==> config.mk <==
export PLATFORM = sky130hd
export DESIGN_NAME = program_loader
export DESIGN_NICKNAME = d
export VERILOG_FILES = /design/src/rtl/loader_pkg.sv /design/src/rtl/program_loader.sv
export SDC_FILE = /design/constraint.sdc
export NUM_CORES = 1
export LEC_CHECK = 0
export CELL_PAD_IN_SITES_DETAIL_PLACEMENT = 0
export CELL_PAD_IN_SITES_GLOBAL_PLACEMENT = 2
export CORE_ASPECT_RATIO = 1.1
export CORE_MARGIN = 2
export CORE_UTILIZATION = 35
export CTS_CLUSTER_SIZE = 8
export DETAILED_ROUTE_END_ITERATION = 10
export PLACE_DENSITY = 0.76
export SYNTH_ARGS = -nofsm -noshare
export SYNTH_HDL_FRONTEND = slang
export SYNTH_SLANG_ARGS = --single-unit
==> constraint.sdc <==
create_clock -name clk -period 3.15 [get_ports clk]
set_clock_uncertainty 0.15 [all_clocks]
set_input_delay 0.63 -clock clk [delete_from_list [all_inputs] [get_ports clk]]
set_output_delay 0.63 -clock clk [all_outputs]
set_load 0.01 [all_outputs]
==> src/rtl/loader_pkg.sv <==
// Shared types and constants for the instruction-memory program loader.
// Holds the frame-parser state encoding and the default frame start marker.
package loader_pkg;

    typedef enum logic [2:0] {
        IDLE   = 3'd0,
        LEN_LO = 3'd1,
        LEN_HI = 3'd2,
        DATA   = 3'd3,
        CHECK  = 3'd4,
        DONE   = 3'd5,
        ERROR  = 3'd6
    } loader_state_e;

    localparam logic [7:0] SYNC_BYTE_DEFAULT = 8'hA5;

    // Running XOR checksum over payload bytes
    function automatic logic [7:0] csum_update(input logic [7:0] csum, input logic [7:0] data);
        return csum ^ data;
    endfunction

endpackage

==> src/rtl/program_loader.sv <==
// Framed byte stream to 32-bit instruction writer: SYNC, LEN_LO, LEN_HI, N*4 payload
// bytes (LSB first), XOR checksum. Emits one write pulse per word, then a done pulse.
module program_loader
    import loader_pkg::*;
#(
    parameter int         INST_MEM_ADDR_SIZE = 10,
    parameter logic [7:0] SYNC_BYTE          = SYNC_BYTE_DEFAULT
) (
    input  logic                          clk,
    input  logic                          reset_n,
    input  logic [7:0]                    rx_data,
    input  logic                          rx_valid,
    output logic                          rx_ready,
    output logic [31:0]                   inst,
    output logic [INST_MEM_ADDR_SIZE-1:0] inst_mem_offset,
    output logic                          programming_data_valid,
    output logic                          programming_done,
    output logic                          load_error
);

    // One extra bit so a full-memory frame counts to 2**INST_MEM_ADDR_SIZE without wrapping
    localparam int IDX_W = INST_MEM_ADDR_SIZE + 1;

    loader_state_e                   state_r, state_nxt_s;
    logic [15:0]                     len_r, len_nxt_s, len_full_s;
    logic [31:0]                     word_r, word_nxt_s;
    logic [1:0]                      byte_cnt_r, byte_cnt_nxt_s;
    logic [IDX_W-1:0]                word_idx_r, word_idx_nxt_s;
    logic [7:0]                      csum_r, csum_nxt_s;
    logic [31:0]                     inst_nxt_s;
    logic [INST_MEM_ADDR_SIZE-1:0]   offset_nxt_s;
    logic                            dv_nxt_s, done_nxt_s, err_nxt_s, ready_nxt_s;
    logic                            accept_s, len_too_big_s, last_word_s;

    assign accept_s      = rx_valid & rx_ready;
    assign len_full_s    = {rx_data, len_r[7:0]};
    assign len_too_big_s = ({1'b0, len_full_s} > (17'd1 << INST_MEM_ADDR_SIZE));
    // len never exceeds 2**INST_MEM_ADDR_SIZE in DATA, so its low IDX_W bits are exact
    assign last_word_s   = (word_idx_r + IDX_W'(1)) == len_r[IDX_W-1:0];

    // State register
    always_ff @(posedge clk or negedge reset_n) begin
        if (!reset_n) begin
            state_r <= IDLE;
        end else begin
            state_r <= state_nxt_s;
        end
    end

    // Next-state and next-value logic for every registered signal
    always_comb begin
        state_nxt_s    = state_r;
        len_nxt_s      = len_r;
        word_nxt_s     = word_r;
        byte_cnt_nxt_s = byte_cnt_r;
        word_idx_nxt_s = word_idx_r;
        csum_nxt_s     = csum_r;
        inst_nxt_s     = inst;
        offset_nxt_s   = inst_mem_offset;
        dv_nxt_s       = 1'b0;
        done_nxt_s     = 1'b0;
        err_nxt_s      = load_error;

        case (state_r)
            IDLE: begin
                if (accept_s && (rx_data == SYNC_BYTE)) begin
                    state_nxt_s = LEN_LO;
                    csum_nxt_s  = 8'h00;
                end else begin
                    state_nxt_s = IDLE;
                end
            end
            LEN_LO: begin
                if (accept_s) begin
                    len_nxt_s[7:0] = rx_data;
                    state_nxt_s    = LEN_HI;
                end else begin
                    state_nxt_s = LEN_LO;
                end
            end
            LEN_HI: begin
                if (accept_s) begin
                    len_nxt_s = len_full_s;
                    if (len_too_big_s) begin
                        state_nxt_s = ERROR;
                        err_nxt_s   = 1'b1;
                    end else if (len_full_s == 16'd0) begin
                        state_nxt_s = CHECK;
                    end else begin
                        state_nxt_s    = DATA;
                        word_idx_nxt_s = '0;
                        byte_cnt_nxt_s = 2'd0;
                    end
                end else begin
                    state_nxt_s = LEN_HI;
                end
            end
            DATA: begin
                if (accept_s) begin
                    word_nxt_s[{byte_cnt_r, 3'b000} +: 8] = rx_data;
                    csum_nxt_s     = csum_update(csum_r, rx_data);
                    byte_cnt_nxt_s = byte_cnt_r + 2'd1;
                    if (byte_cnt_r == 2'd3) begin
                        inst_nxt_s     = {rx_data, word_r[23:0]};
                        offset_nxt_s   = word_idx_r[INST_MEM_ADDR_SIZE-1:0];
                        dv_nxt_s       = 1'b1;
                        word_idx_nxt_s = word_idx_r + IDX_W'(1);
                        if (last_word_s) begin
                            state_nxt_s = CHECK;
                        end else begin
                            state_nxt_s = DATA;
                        end
                    end else begin
                        state_nxt_s = DATA;
                    end
                end else begin
                    state_nxt_s = DATA;
                end
            end
            CHECK: begin
                if (accept_s) begin
                    if (rx_data == csum_r) begin
                        state_nxt_s = DONE;
                        done_nxt_s  = 1'b1;
                    end else begin
                        state_nxt_s = ERROR;
                        err_nxt_s   = 1'b1;
                    end
                end else begin
                    state_nxt_s = CHECK;
                end
            end
            DONE: begin
                state_nxt_s = DONE;
            end
            ERROR: begin
                state_nxt_s = ERROR;
                err_nxt_s   = 1'b1;
            end
            default: begin
                state_nxt_s = IDLE;
            end
        endcase

        ready_nxt_s = !((state_nxt_s == DONE) || (state_nxt_s == ERROR));
    end

    // Datapath and output registers
    always_ff @(posedge clk or negedge reset_n) begin
        if (!reset_n) begin
            len_r                  <= 16'd0;
            word_r                 <= 32'd0;
            byte_cnt_r             <= 2'd0;
            word_idx_r             <= '0;
            csum_r                 <= 8'h00;
            inst                   <= 32'd0;
            inst_mem_offset        <= '0;
            programming_data_valid <= 1'b0;
            programming_done       <= 1'b0;
            load_error             <= 1'b0;
            rx_ready               <= 1'b1;
        end else begin
            len_r                  <= len_nxt_s;
            word_r                 <= word_nxt_s;
            byte_cnt_r             <= byte_cnt_nxt_s;
            word_idx_r             <= word_idx_nxt_s;
            csum_r                 <= csum_nxt_s;
            inst                   <= inst_nxt_s;
            inst_mem_offset        <= offset_nxt_s;
            programming_data_valid <= dv_nxt_s;
            programming_done       <= done_nxt_s;
            load_error             <= err_nxt_s;
            rx_ready               <= ready_nxt_s;
        end
    end

endmodule

Word-level counts from Yosys, hierarchy flattened
Index checks and enable logic that the tools add are counted.
Widths: inputs -> output; s select.
{ "word_totals": {"register_bits": 118, "latchBits": 0, "ramBits": 0, "rom_bits": 0, "in_bits": 11, "out_inout_bits": 46, "n_memories": 0} }
{ "classes": {"addsub": 3, "n_mul": 0, "n_div": 0, "magnitude_cmp": 1, "eq_ne": 21, "shift": 2, "mux": 39, "n_bitwise": 3, "reduce_logical": 16} }
{ "ops": {"columns": ["operator", "n"], "rows": [
  ["$mux 11", 5],
  ["$bwmux 32", 1],
  ["$pmux 8 s2", 2],
  ["$shift 8x7->32 const A", 1],
  ["$shiftx 8x7->32", 1],
  ["$mux 8", 3],
  ["$pmux 11 s2", 1],
  ["$mux 3", 7],
  ["$pmux 3 s7", 1],
  ["$ne 2x2->1 const B", 9],
  ["$gt 16x11->1 const B", 1],
  ["$logic_not 16->1", 1],
  ["$eq 3x3->1 const B", 5],
  ["$mux 2", 6],
  ["$add 11x1->11 const B", 1],
  ["$eq 11x11->1", 1],
  ["$mux 1", 11],
  ["$reduce_and 5->1", 2],
  ["$reduce_and 3->1", 3],
  ["$eq 8x8->1", 1],
  ["$eq 8x8->1 const B", 1],
  ["$xor 8x8->8", 1],
  ["$neg 5->7", 1],
  ["$eq 3x2->1 const B", 2],
  ["other kinds (15)", 17]
]} }

Depth between registers and ports, before layout
Gate-level depths: netlist (run 1).
{ "depth": {"depth_word": 9, "depth_mapped": 11, "mapped_depth_nobuf": 7} }

Worst setup path after synthesis (run 1)
No wires, ideal clock.
{ "synth_path": {"kind": "input to register", "start": "in rx_data[3]", "end": "reg load_error", "setup_time_ns": 0.125, "arrival_time_ns": 2.260, "required_ns": 2.875, "slack_ns": 0.615, "stages": 7, "cell_sequence": "clkbuf_1 -> or3_1 -> or3_1 -> or4_1 -> a31oi_1 -> o21a_2 -> o21bai_1"} }
{ "synth_via": {"elab_chain_len": 3} }
{ "synth_rtl": {"columns": ["element", "line_no", "source"], "rows": [
  ["start, declared", "program_loader.sv:11", "input logic [7:0] rx_data,"],
  ["$gt 16x11->1 or $eq 8x8->1 (tied branches)", "program_loader.sv:37, program_loader.sv:122", null],
  ["$ne 2x2->1 (no line)", null, null],
  ["$reduce_and 5->1 (no line) (*)", null, null],
  ["end signal, assigned", "program_loader.sv:172", "load_error <= err_nxt_s;"],
  ["end, declared", "program_loader.sv:18", "output logic load_error"]
]} }
Mark *: on every way between the ends. The rest lies on a longest branch, timed or not.
A chain may end at the register's enable or synchronous reset.

Worst setup path in the final report (run 1)
{ "layout_path": {"start": "in rx_data[4]", "end": "reg load_error"} }
The elaborated chain is that of the path after synthesis.

==> results.json, run 1 <==
{
  "nets": 575,
  "clkSinkCount": 105,
  "drv.max_cap_violation_count": 0,
  "ys_dominant_reg_cell": "sky130_fd_sc_hd__dfrtp_1",
  "power-per-cell-area_nw_per_um2": 836,
  "post-route-period-util_pct": 84.4,
  "detailedRoute.firstIterationViolations": 186,
  "drt_pre_antenna_iters": 4,
  "final-max-slew-violation-count": 0,
  "grt_pass1_vias": 3652,
  "startpoint": "rx_data[4]",
  "cts_max_path_buffers": 2,
  "met1_track_usage_gr_pct": 23.7,
  "multi_input_comb_area_sq_um": 2040,
  "fin_crit_ns": 2.66,
  "worst_slew_pin_slew_ns": 0.446,
  "report.final.setup_viol": 0,
  "setup_tns_ns": 0,
  "route.final.wire_length_um": 11600,
  "cts_inserted_buffers": 9,
  "place.detailed.hpwl_um": 8030,
  "tritoncts": "built",
  "number_of_synthesized_flops_with_an_enable_pin": 0,
  "achievable-frequency_mhz": 376,
  "final_hold_viol_count": 0,
  "seq_area_frac_synth_pct": 54.4,
  "number_of_setup_buffers_added_after_cts": 0,
  "fillers": 1340,
  "syn-cell-area_sq_um": 4830,
  "cell_by_cell_listing_of_the_critical_path": "clkdlybuf4s50_1 > or3_1 > or3_1 > or4_1 > a31oi_1 > o21a_2 > o21bai_1",
  "cells_after_synthesis": 503,
  "synth_top_cells_by_area": "sky130_fd_sc_hd__dfrtp_1, sky130_fd_sc_hd__nand2_1, sky130_fd_sc_hd__mux2_2",
  "setup_repair_after_global_routing_missed_its_margin": "false",
  "grt_start_max_net_pins": 75,
  "timing.critical_path.slowest_cell_delay_ns": 0.49,
  "swShare_pct": 32.0,
  "worstSetupStartpointType": "primary input",
  "max_slew_margin_pct": 70.2,
  "critical_path_slowest_stage_cell": "sky130_fd_sc_hd__or4_1",
  "postSynth.asyncResetShare_pct": 100,
  "vias_per_cell": 4.79,
  "postCtsHoldBufs": 0,
  "syn-num-nets": 520,
  "worst_path_fanout_max": 3,
  "die_h_um": 127,
  "path_buf_inv": 1,
  "share_seq_of_total_power_pct": 44.3,
  "cp_top_family": "simple AND/OR/NAND/NOR gates",
  "grtUsageTotal_pct": 17.0,
  "setup.reg_to_reg.worst_slack_ns": 0.50,
  "critPathArrivalTime_ns": 2.74,
  "max-vdd-ir-drop_mv": 0.306,
  "post-synth-top-count-cell": "sky130_fd_sc_hd__nand2_1",
  "clockRootBuffer": "sky130_fd_sc_hd__clkbuf_16",
  "worst-endpoint-required_ns": 3.23,
  "switchingPower_w": 0.00160,
  "reg2reg_from": "word_idx_r[0]$_DFFE_PN0P_",
  "globalRouteOverflowTotal": 0,
  "drc": 0,
  "synth_top_cell_area_share_pct": 53.8,
  "die_area_sq_um": 14800,
  "critPathCaptureType": "register",
  "ant_nets": 0,
  "worst_reg2reg_path_endpoint": "state_r[0]$_DFF_PN0_",
  "standard_cell_core_area_sq_um": 13600,
  "syn-mean-instance-area_sq_um": 9.61,
  "wl_per_cell_um": 15.5,
  "yosys_warning_total": 0,
  "dr_total_vias": 3598,
  "starting_density_pct": 35.5,
  "layout.area.seq_sq_um": 2630,
  "synthDistinctLibCells": 46,
  "floorplan.io_pins": 57,
  "dieWidth_um": 116,
  "place_congestion": 0.834,
  "layout-area-overhead-vs-synth_pct": 23.6,
  "n_antenna_cell": 0,
  "cell_repeated_most_along_the_worst_path": "sky130_fd_sc_hd__or3_1",
  "cts-htree-levels": 3,
  "number_of_buffers_inserted_by_port_buffering": 56,
  "min-delay-path-class": "primary input to asynchronous set/reset pin",
  "use_met3_pct": 2.09,
  "sum_of_internal_switching_and_leakage_power_w": 0.00499,
  "p_leak_nw": 2.66,
  "internal-power_w": 0.00340,
  "synth_common_cells": "sky130_fd_sc_hd__nand2_1, sky130_fd_sc_hd__dfrtp_1, sky130_fd_sc_hd__o21ai_0",
  "clkLatencyLatePin_ns": 0.35,
  "resize_count_post_cts": 0,
  "criticalPathCategory": "primary input to register",
  "use_met2_pct": 27.1,
  "ff2ff_path_depth": 8,
  "busiest_layer": "met2",
  "antenna_violations_before_repair": 0,
  "cell_type_with_the_largest_total_area_after_synthesis": "sky130_fd_sc_hd__dfrtp_1",
  "power_frac_clock_pct": 24.6,
  "global_route_wire_length_before_repair_um": 19300,
  "comb_power_share_pct": 31.1,
  "synth-seq-cells": 105,
  "clk_pin_slew_ns": 0.07,
  "floorplan.rows": 45,
  "outcome": "finished clean",
  "drive_above_1_share_pct": 12.1
}
-- cell usage in the layout (no fill, tap or decap), types with 3 or more instances in the layout --
cell / instances
sky130_fd_sc_hd__buf_4: 18
sky130_fd_sc_hd__mux2_2: 27
sky130_fd_sc_hd__o21ai_0: 47
sky130_fd_sc_hd__ha_1: 6
sky130_fd_sc_hd__nand3_1: 6
sky130_fd_sc_hd__a31oi_1: 12
sky130_fd_sc_hd__nand2_1: 154
sky130_fd_sc_hd__nand3b_1: 4
sky130_fd_sc_hd__nor2_1: 19
sky130_fd_sc_hd__xor2_1: 7
sky130_fd_sc_hd__or3_1: 3
sky130_fd_sc_hd__inv_1: 6
sky130_fd_sc_hd__nand4_1: 7
sky130_fd_sc_hd__clkbuf_16: 9
sky130_fd_sc_hd__and3_1: 4
sky130_fd_sc_hd__nand2b_1: 4
sky130_fd_sc_hd__xnor2_1: 17
sky130_fd_sc_hd__dfrtp_1: 104
sky130_fd_sc_hd__a21oi_1: 6
sky130_fd_sc_hd__nor3b_1: 4
sky130_fd_sc_hd__clkdlybuf4s50_1: 55
sky130_fd_sc_hd__nor3_1: 4
-- power by group through the flow --
stage | Clock [W] | Sequential, W | Combinational [W]
2_1_floorplan | 0 | 0.00221 | 0.000866
3_3_place_gp | 0 | 0.00223 | 0.00154
3_5_place_dp | 0 | 0.00225 | 0.00157
4_1_cts | 0.00126 | 0.00222 | 0.00158
5_1_grt | 0.00130 | 0.00229 | 0.00174
6_report | 0.00123 | 0.00221 | 0.00155
-- registers in the layout (all words and copies together) (netlist names) --
name / flops
inst: 32
word_r: 24
len_r: 11
word_idx_r: 11
inst_mem_offset: 10
csum_r: 8
state_r: 3
byte_cnt_r: 2
load_error: 1
programming_data_valid: 1
programming_done: 1
rx_ready: 1
-- worst register-to-register path, stage by stage, from the launching register on --
cell and delay [ns]:
sky130_fd_sc_hd__dfrtp_1 0.52, sky130_fd_sc_hd__ha_1 0.39, sky130_fd_sc_hd__and2_1 0.20, sky130_fd_sc_hd__nand4_1 0.19
sky130_fd_sc_hd__xnor2_1 0.19, sky130_fd_sc_hd__a2111oi_0 0.42, sky130_fd_sc_hd__buf_4 0.19, sky130_fd_sc_hd__and3_1 0.18
sky130_fd_sc_hd__o21ai_0 0.09
-- how the worst max path moves through the flow --
stage                             endpoint  slack, ns  cells after the start
detailed placement    state_r[1]$_DFF_PN0_       0.14                      7
floorplan           load_error$_DFFE_PN0P_       0.61                      7
CTS                   state_r[0]$_DFF_PN0_       0.47                      8
finish              load_error$_DFFE_PN0P_       0.49                      7
global placement    load_error$_DFFE_PN0P_       0.16                      7
global route          state_r[0]$_DFF_PN0_       0.25                      8
-- stage by stage --
| stage | instance area, sq um | std cells | util [%] | hold slack [ns] | setup WS, ns |
|---|---|---|---|---|---|
| floorplan | 4830 | 503 | - | 0.184 | 0.615 |
| global placement | 5650 | 735 | 41.5 | 0.306 | 0.157 |
| detailed placement | 5650 | 735 | 41.5 | 0.310 | 0.136 |
| CTS | 5970 | 751 | 43.8 | 0.0803 | 0.472 |
| global route | 5970 | 751 | 43.8 | 0.108 | 0.249 |
| finish | 5970 | 751 | 43.8 | 0.0688 | 0.492 |
-- cell families after synthesis --
logic type | after synthesis | share of synthesized area [%]
xor+xnor | 24 | 4.35
simple gates | 224 | 20.5
fa+ha+maj | 6 | 1.55
buf+inv | 37 | 3.42
flops | 105 | 54.4
compound gates | 78 | 9.09
mux | 29 | 6.70
-- per-layer routing --
layer  share of wire (%)  wire (um)  vias to the layer above
met2                  47       5500                       59
li1                    -          -                     1793
met5                   0          0                        -
met4                 2.0        227                        0
met3                 2.5        290                       15
met1                  48       5610                     1731
-- area by class of cell --
cell class	instances	share of cell area (%)
clock inverters	5	1.32
clock buffers	11	4.06
repair buffers	75	12.1
flip-flops and latches	105	44.0
inverters	6	0.377
well taps	188	3.94
multi-input cells	361	34.1
(Power assumes the default switching activity.)
==> inputs of run 2 (changes only) <==
- CORE_UTILIZATION: 35 -> 32
- PLACE_DENSITY: 0.76 -> 0.73
- clock period: 3.15 -> 2.3 ns (I/O delays scaled with it)
==> run 2 against run 1 <==
Effect of this change:
- non-clock buffer count is 35 higher
- final area grew 5.2%
- via count up 4.1%
- largest cell class unchanged
- clock power grew 26%
- wire length increased by 4.4%
- combinational power rose by 54%
- critical path depth increased by 1
- hold slack worse by 0.066 ns
- power rose by 38%
- flip-flop and latch count unchanged
- final cell count increased by 5.7%
==> results.json, run 2 (synthesized netlist as in run 1, its figures left out) <==
{
  "outcome": "finished clean",
  "drive_above_1_share_pct": 19.1,
  "min-delay-path-class": "primary input to asynchronous set/reset pin",
  "number_of_setup_buffers_added_after_cts": 0,
  "top_register": "inst",
  "clkSinkCount": 105,
  "die_area_sq_um": 16100,
  "starting_density_pct": 32.4,
  "drt_pre_antenna_iters": 4,
  "grtUsageTotal_pct": 15.9,
  "floorplan.rows": 47,
  "standard_cell_core_area_sq_um": 14900,
  "place.detailed.hpwl_um": 8300,
  "met1_track_usage_gr_pct": 21.2,
  "max-vdd-ir-drop_mv": 0.399,
  "multi_input_comb_area_sq_um": 2090,
  "layout.area.seq_sq_um": 2630,
  "dpl.cell_count": 777,
  "place_congestion": 0.855,
  "busiest_layer": "met2",
  "clkLatencyLatePin_ns": 0.35,
  "global_route_wire_length_before_repair_um": 19800,
  "postCtsHoldBufs": 0,
  "clk_pin_slew_ns": 0.07,
  "ant_nets": 0,
  "cts_max_path_buffers": 2,
  "largest_reg_flops": 32,
  "final-max-slew-violation-count": 0,
  "vias_per_cell": 4.72,
  "worstSetupStartpointType": "primary input",
  "placement.cell_area_sq_um": 5920,
  "cell_area_after_layout_sq_um": 6280,
  "nets": 610,
  "p_leak_nw": 2.86,
  "globalRouteOverflowTotal": 0,
  "worst_path_fanout_max": 16,
  "dr_total_vias": 3745,
  "clockRootBuffer": "sky130_fd_sc_hd__clkbuf_16",
  "largest_registers": "inst x32, word_r x24",
  "drv.max_cap_violation_count": 0,
  "final_hold_viol_count": 0,
  "setup_repair_after_global_routing_missed_its_margin": "true",
  "grt_start_max_net_pins": 106,
  "drc": 0,
  "worst_slew_pin_slew_ns": 0.599,
  "floorplan.io_pins": 57,
  "critPathCaptureType": "register",
  "dieWidth_um": 121,
  "use_met2_pct": 25.9,
  "number_of_buffers_inserted_by_port_buffering": 56,
  "worst-endpoint-required_ns": 2.36,
  "route.final.wire_length_um": 12100,
  "tritoncts": "built",
  "grt_pass1_vias": 3713,
  "post-route-period-util_pct": 97.6,
  "n_antenna_cell": 0,
  "power-per-cell-area_nw_per_um2": 1100,
  "layout-area-overhead-vs-synth_pct": 30.0,
  "criticalPathCategory": "primary input to register",
  "die_h_um": 133,
  "instances_no_fill": 794,
  "layout_common_cells": "sky130_fd_sc_hd__nand2_1, sky130_fd_sc_hd__dfrtp_1, sky130_fd_sc_hd__buf_4, sky130_fd_sc_hd__clkdlybuf4s50_1, sky130_fd_sc_hd__o21ai_0",
  "cts-htree-levels": 3,
  "achievable-frequency_mhz": 446,
  "fillers": 1532,
  "fin_crit_ns": 2.24,
  "wl_per_cell_um": 15.3,
  "detailedRoute.firstIterationViolations": 196,
  "use_met3_pct": 2.24,
  "critPathArrivalTime_ns": 2.30,
  "sum_of_internal_switching_and_leakage_power_w": 0.00690,
  "antenna_violations_before_repair": 0,
  "hold-worst-slack_ns": 0.00267,
  "most_frequent_standard_cell_in_the_layout_excluding_fill_and_tap_cells": "sky130_fd_sc_hd__nand2_1",
  "max_slew_margin_pct": 60.1,
  "cts_inserted_buffers": 9,
  "report.final.setup_viol": 0
}
run 2: what timing repair did:
| action | CTS | global route |
|---|---|---|
| gates resized for setup | 9 | 11 |
| pin swaps | 6 | 4 |
| setup endpoints to repair | 22 | 18 |
| cloned | 0 | 1 |
run 2: final timing paths:
check / from / endpoint / slack, ns / cells past startpoint
max: rx_valid / word_r[11]$_DFFE_PN0P_ / 0.06 / 8
min: reset_n / csum_r[2]$_DFFE_PN0P_ / 0.003 / 2
max reg2reg: rx_ready$_DFF_PN1_ / word_r[11]$_DFFE_PN0P_ / 0.12 / 7
min reg2reg: word_r[9]$_DFFE_PN0P_ / inst[9]$_DFFE_PN0P_ / 0.32 / 2
max in group asynchronous: reset_n / word_idx_r[5]$_DFFE_PN0P_ / 1.53 / 2
min in group clk: word_r[9]$_DFFE_PN0P_ / inst[9]$_DFFE_PN0P_ / 0.32 / 2
run 2: area by class of cell:
type                            instances  area share, %
Clock buffer                           13           4.46
Timing Repair Buffer                  110           15.8
Clock inverter                          3          0.339
Inverter                                6          0.358
Tap cell                              196           3.90
Sequential cell                       105           41.8
Multi-Input combinational cell        361           33.3
run 2: report_power, final:
part           leakage, nW  switching [W]  internal [W]  total, W
clock network        0.148       0.000696      0.000856   0.00155
logic                 1.33        0.00109       0.00130   0.00239
registers             1.38       0.000449       0.00250   0.00295
total                 2.86        0.00224       0.00466   0.00690
run 2: through the flow:
stage                     util, %  setup TNS (ns)  setup WS [ns]
after floorplan                 -         -0.0645        -0.0280
after global placement       39.6          -23.72         -0.465
after detailed placement     39.6          -23.29         -0.520
after CTS                    41.8               0         0.0230
after global routing         42.1          -0.407        -0.0672
final                        42.1               0         0.0562
run 2: routing by layer:
layer  part of all wire [%]  wire (um)
met3                    2.8        344
met2                     48       5870
met1                     47       5720
met4                    1.7        205
met5                      0          0
run 2: worst max-delay path, cell delays in order:
cell and delay, ns:
sky130_fd_sc_hd__clkdlybuf4s50_1 0.51, sky130_fd_sc_hd__and2_0 0.27, sky130_fd_sc_hd__buf_4 0.16, sky130_fd_sc_hd__and2_1 0.13, sky130_fd_sc_hd__buf_4 0.21, sky130_fd_sc_hd__nand2_1 0.31
sky130_fd_sc_hd__nand2_1 0.15, sky130_fd_sc_hd__o21ai_0 0.10
==> inputs of run 3 (changes only) <==
- CTS_BUF_LIST: default -> sky130_fd_sc_hd__clkbuf_16
==> run 3 against run 2 <==
Effect of this change:
- register-to-register slack hardly changed
- combinational power hardly changed
- critical path type unchanged
- utilization is 0.20 points lower
- flip-flop and latch count stayed put
- largest power group unchanged
==> results.json, run 3 (synthesized netlist as in run 1, its figures left out) <==
{
  "dieWidth_um": 121,
  "setup_repair_after_global_routing_missed_its_margin": "true",
  "largest_reg_flops": 32,
  "die_h_um": 133,
  "antenna_violations_before_repair": 0,
  "final_hold_viol_count": 0,
  "number_of_setup_buffers_added_after_cts": 0,
  "setup.reg_to_reg.worst_slack_ns": 0.13,
  "cts_inserted_buffers": 9,
  "most_frequent_standard_cell_in_the_layout_excluding_fill_and_tap_cells": "sky130_fd_sc_hd__nand2_1",
  "worstSetupStartpointType": "primary input",
  "worst_slew_pin_slew_ns": 0.580,
  "vias_per_cell": 4.72,
  "largest_registers": "inst x32, word_r x24",
  "layout_common_cells": "sky130_fd_sc_hd__nand2_1, sky130_fd_sc_hd__dfrtp_1, sky130_fd_sc_hd__buf_4, sky130_fd_sc_hd__clkdlybuf4s50_1, sky130_fd_sc_hd__o21ai_0",
  "final-max-slew-violation-count": 0,
  "fin_crit_ns": 2.24,
  "ff2ff_path_depth": 7,
  "achievable-frequency_mhz": 447,
  "max_slew_margin_pct": 61.3,
  "clkLatencyLatePin_ns": 0.35,
  "worst-endpoint-required_ns": 2.35,
  "wl_per_cell_um": 15.2,
  "report.final.setup_viol": 0,
  "criticalPathCategory": "primary input to register",
  "route.final.wire_length_um": 12100,
  "die_area_sq_um": 16100,
  "min-delay-path-class": "primary input to asynchronous set/reset pin",
  "top_register": "inst",
  "grt_start_max_net_pins": 106,
  "globalRouteOverflowTotal": 0,
  "nets": 610,
  "grtUsageTotal_pct": 15.8,
  "pre_cts_ws_ns": -0.520,
  "outcome": "finished clean",
  "n_antenna_cell": 0,
  "starting_density_pct": 32.4,
  "tritoncts": "built",
  "critPathArrivalTime_ns": 2.29,
  "post-route-period-util_pct": 97.3,
  "hold-worst-slack_ns": 0.0298,
  "power-per-cell-area_nw_per_um2": 1080,
  "drive_above_1_share_pct": 18.7,
  "worst_path_fanout_max": 16,
  "clockRootBuffer": "sky130_fd_sc_hd__clkbuf_16",
  "cts-htree-levels": 3,
  "place.detailed.hpwl_um": 8300,
  "number_of_buffers_inserted_by_port_buffering": 56,
  "standard_cell_core_area_sq_um": 14900,
  "drv.max_cap_violation_count": 0,
  "drt_pre_antenna_iters": 4,
  "p_leak_nw": 2.84,
  "postCtsHoldBufs": 0,
  "detailedRoute.firstIterationViolations": 207,
  "setup_tns_ns": 0,
  "instances_no_fill": 794,
  "floorplan.io_pins": 57,
  "cts_max_path_buffers": 2,
  "grt_pass1_vias": 3713,
  "floorplan.rows": 47,
  "layout-area-overhead-vs-synth_pct": 29.4,
  "dr_total_vias": 3744,
  "critPathCaptureType": "register",
  "clk_pin_slew_ns": 0.06,
  "reg2reg_from": "rx_ready$_DFF_PN1_",
  "clkSinkCount": 105,
  "drc": 0,
  "worst_reg2reg_path_endpoint": "word_r[11]$_DFFE_PN0P_",
  "max-vdd-ir-drop_mv": 0.398,
  "global_route_wire_length_before_repair_um": 19700,
  "dpl.cell_count": 777,
  "ant_nets": 0,
  "post-route-worst-setup-slack_ns": 0.0611,
  "place_congestion": 0.855
}
## run 3: cell count changes in the layout (fill, tap and decap cells not counted), sizes merged
cell	before	now
clkinv	1	5
clkbuf	13	9
## run 3: routing by layer
metal,share of wire [%],GRT usage (%),vias to the layer above,routed length [um]
met2,48,25.7,75,5870
met3,2.8,2.11,11,339
met4,1.6,5.94,0,193
met5,0,0,-,0
li1,-,-,1863,-
met1,47,21.4,1795,5710
## run 3: repair_timing
item / in CTS / in global routing
gates resized for setup: 9 / 13
endpoints found under the setup margin: 22 / 20
gates cloned: 0 / 1
pin swaps: 6 / 4
## run 3: worst max-delay path, stage by stage
cell                              delay (ns)
sky130_fd_sc_hd__clkdlybuf4s50_1        0.50
sky130_fd_sc_hd__and2_0                 0.26
sky130_fd_sc_hd__buf_4                  0.16
sky130_fd_sc_hd__and2_1                 0.13
sky130_fd_sc_hd__buf_4                  0.21
sky130_fd_sc_hd__nand2_1                0.31
sky130_fd_sc_hd__nand2_1                0.16
sky130_fd_sc_hd__o21ai_0                0.10
## run 3: power breakdown
part / total (W) / switching [W] / leakage (nW) / internal, W
clock: 0.00140 / 0.000682 / 0.126 / 0.000722
sequential: 0.00295 / 0.000448 / 1.38 / 0.00250
combinational: 0.00239 / 0.00109 / 1.34 / 0.00130
## run 3: layout make-up
cell class	instances	area, sq um
fillers	1536	8680
flip-flops and latches	105	2630
multi-input cells	361	2100
repair buffers	110	995
well taps	196	245
clock buffers	9	225
clock inverters	7	36.3
inverters	6	22.5
## run 3: worst max path at each step
stage	from	end	cells after the start
2_1_floorplan	rx_data[4]	load_error$_DFFE_PN0P_	7
3_3_place_gp	rx_data[7]	csum_r[7]$_DFFE_PN0P_	7
3_5_place_dp	rx_data[4]	load_error$_DFFE_PN0P_	7
4_1_cts	rx_data[0]	load_error$_DFFE_PN0P_	7
5_1_grt	rx_valid	word_r[12]$_DFFE_PN0P_	8
6_report	rx_valid	word_r[11]$_DFFE_PN0P_	8
## run 3: through the flow
step / cell area (sq um) / power (W) / utilization, %
2_1_floorplan: 4840 / 0.00421 / -
3_3_place_gp: 5920 / 0.00530 / 39.6
3_5_place_dp: 5920 / 0.00537 / 39.6
4_1_cts: 6200 / 0.00682 / 41.5
5_1_grt: 6250 / 0.00726 / 41.9
6_report: 6250 / 0.00675 / 41.9
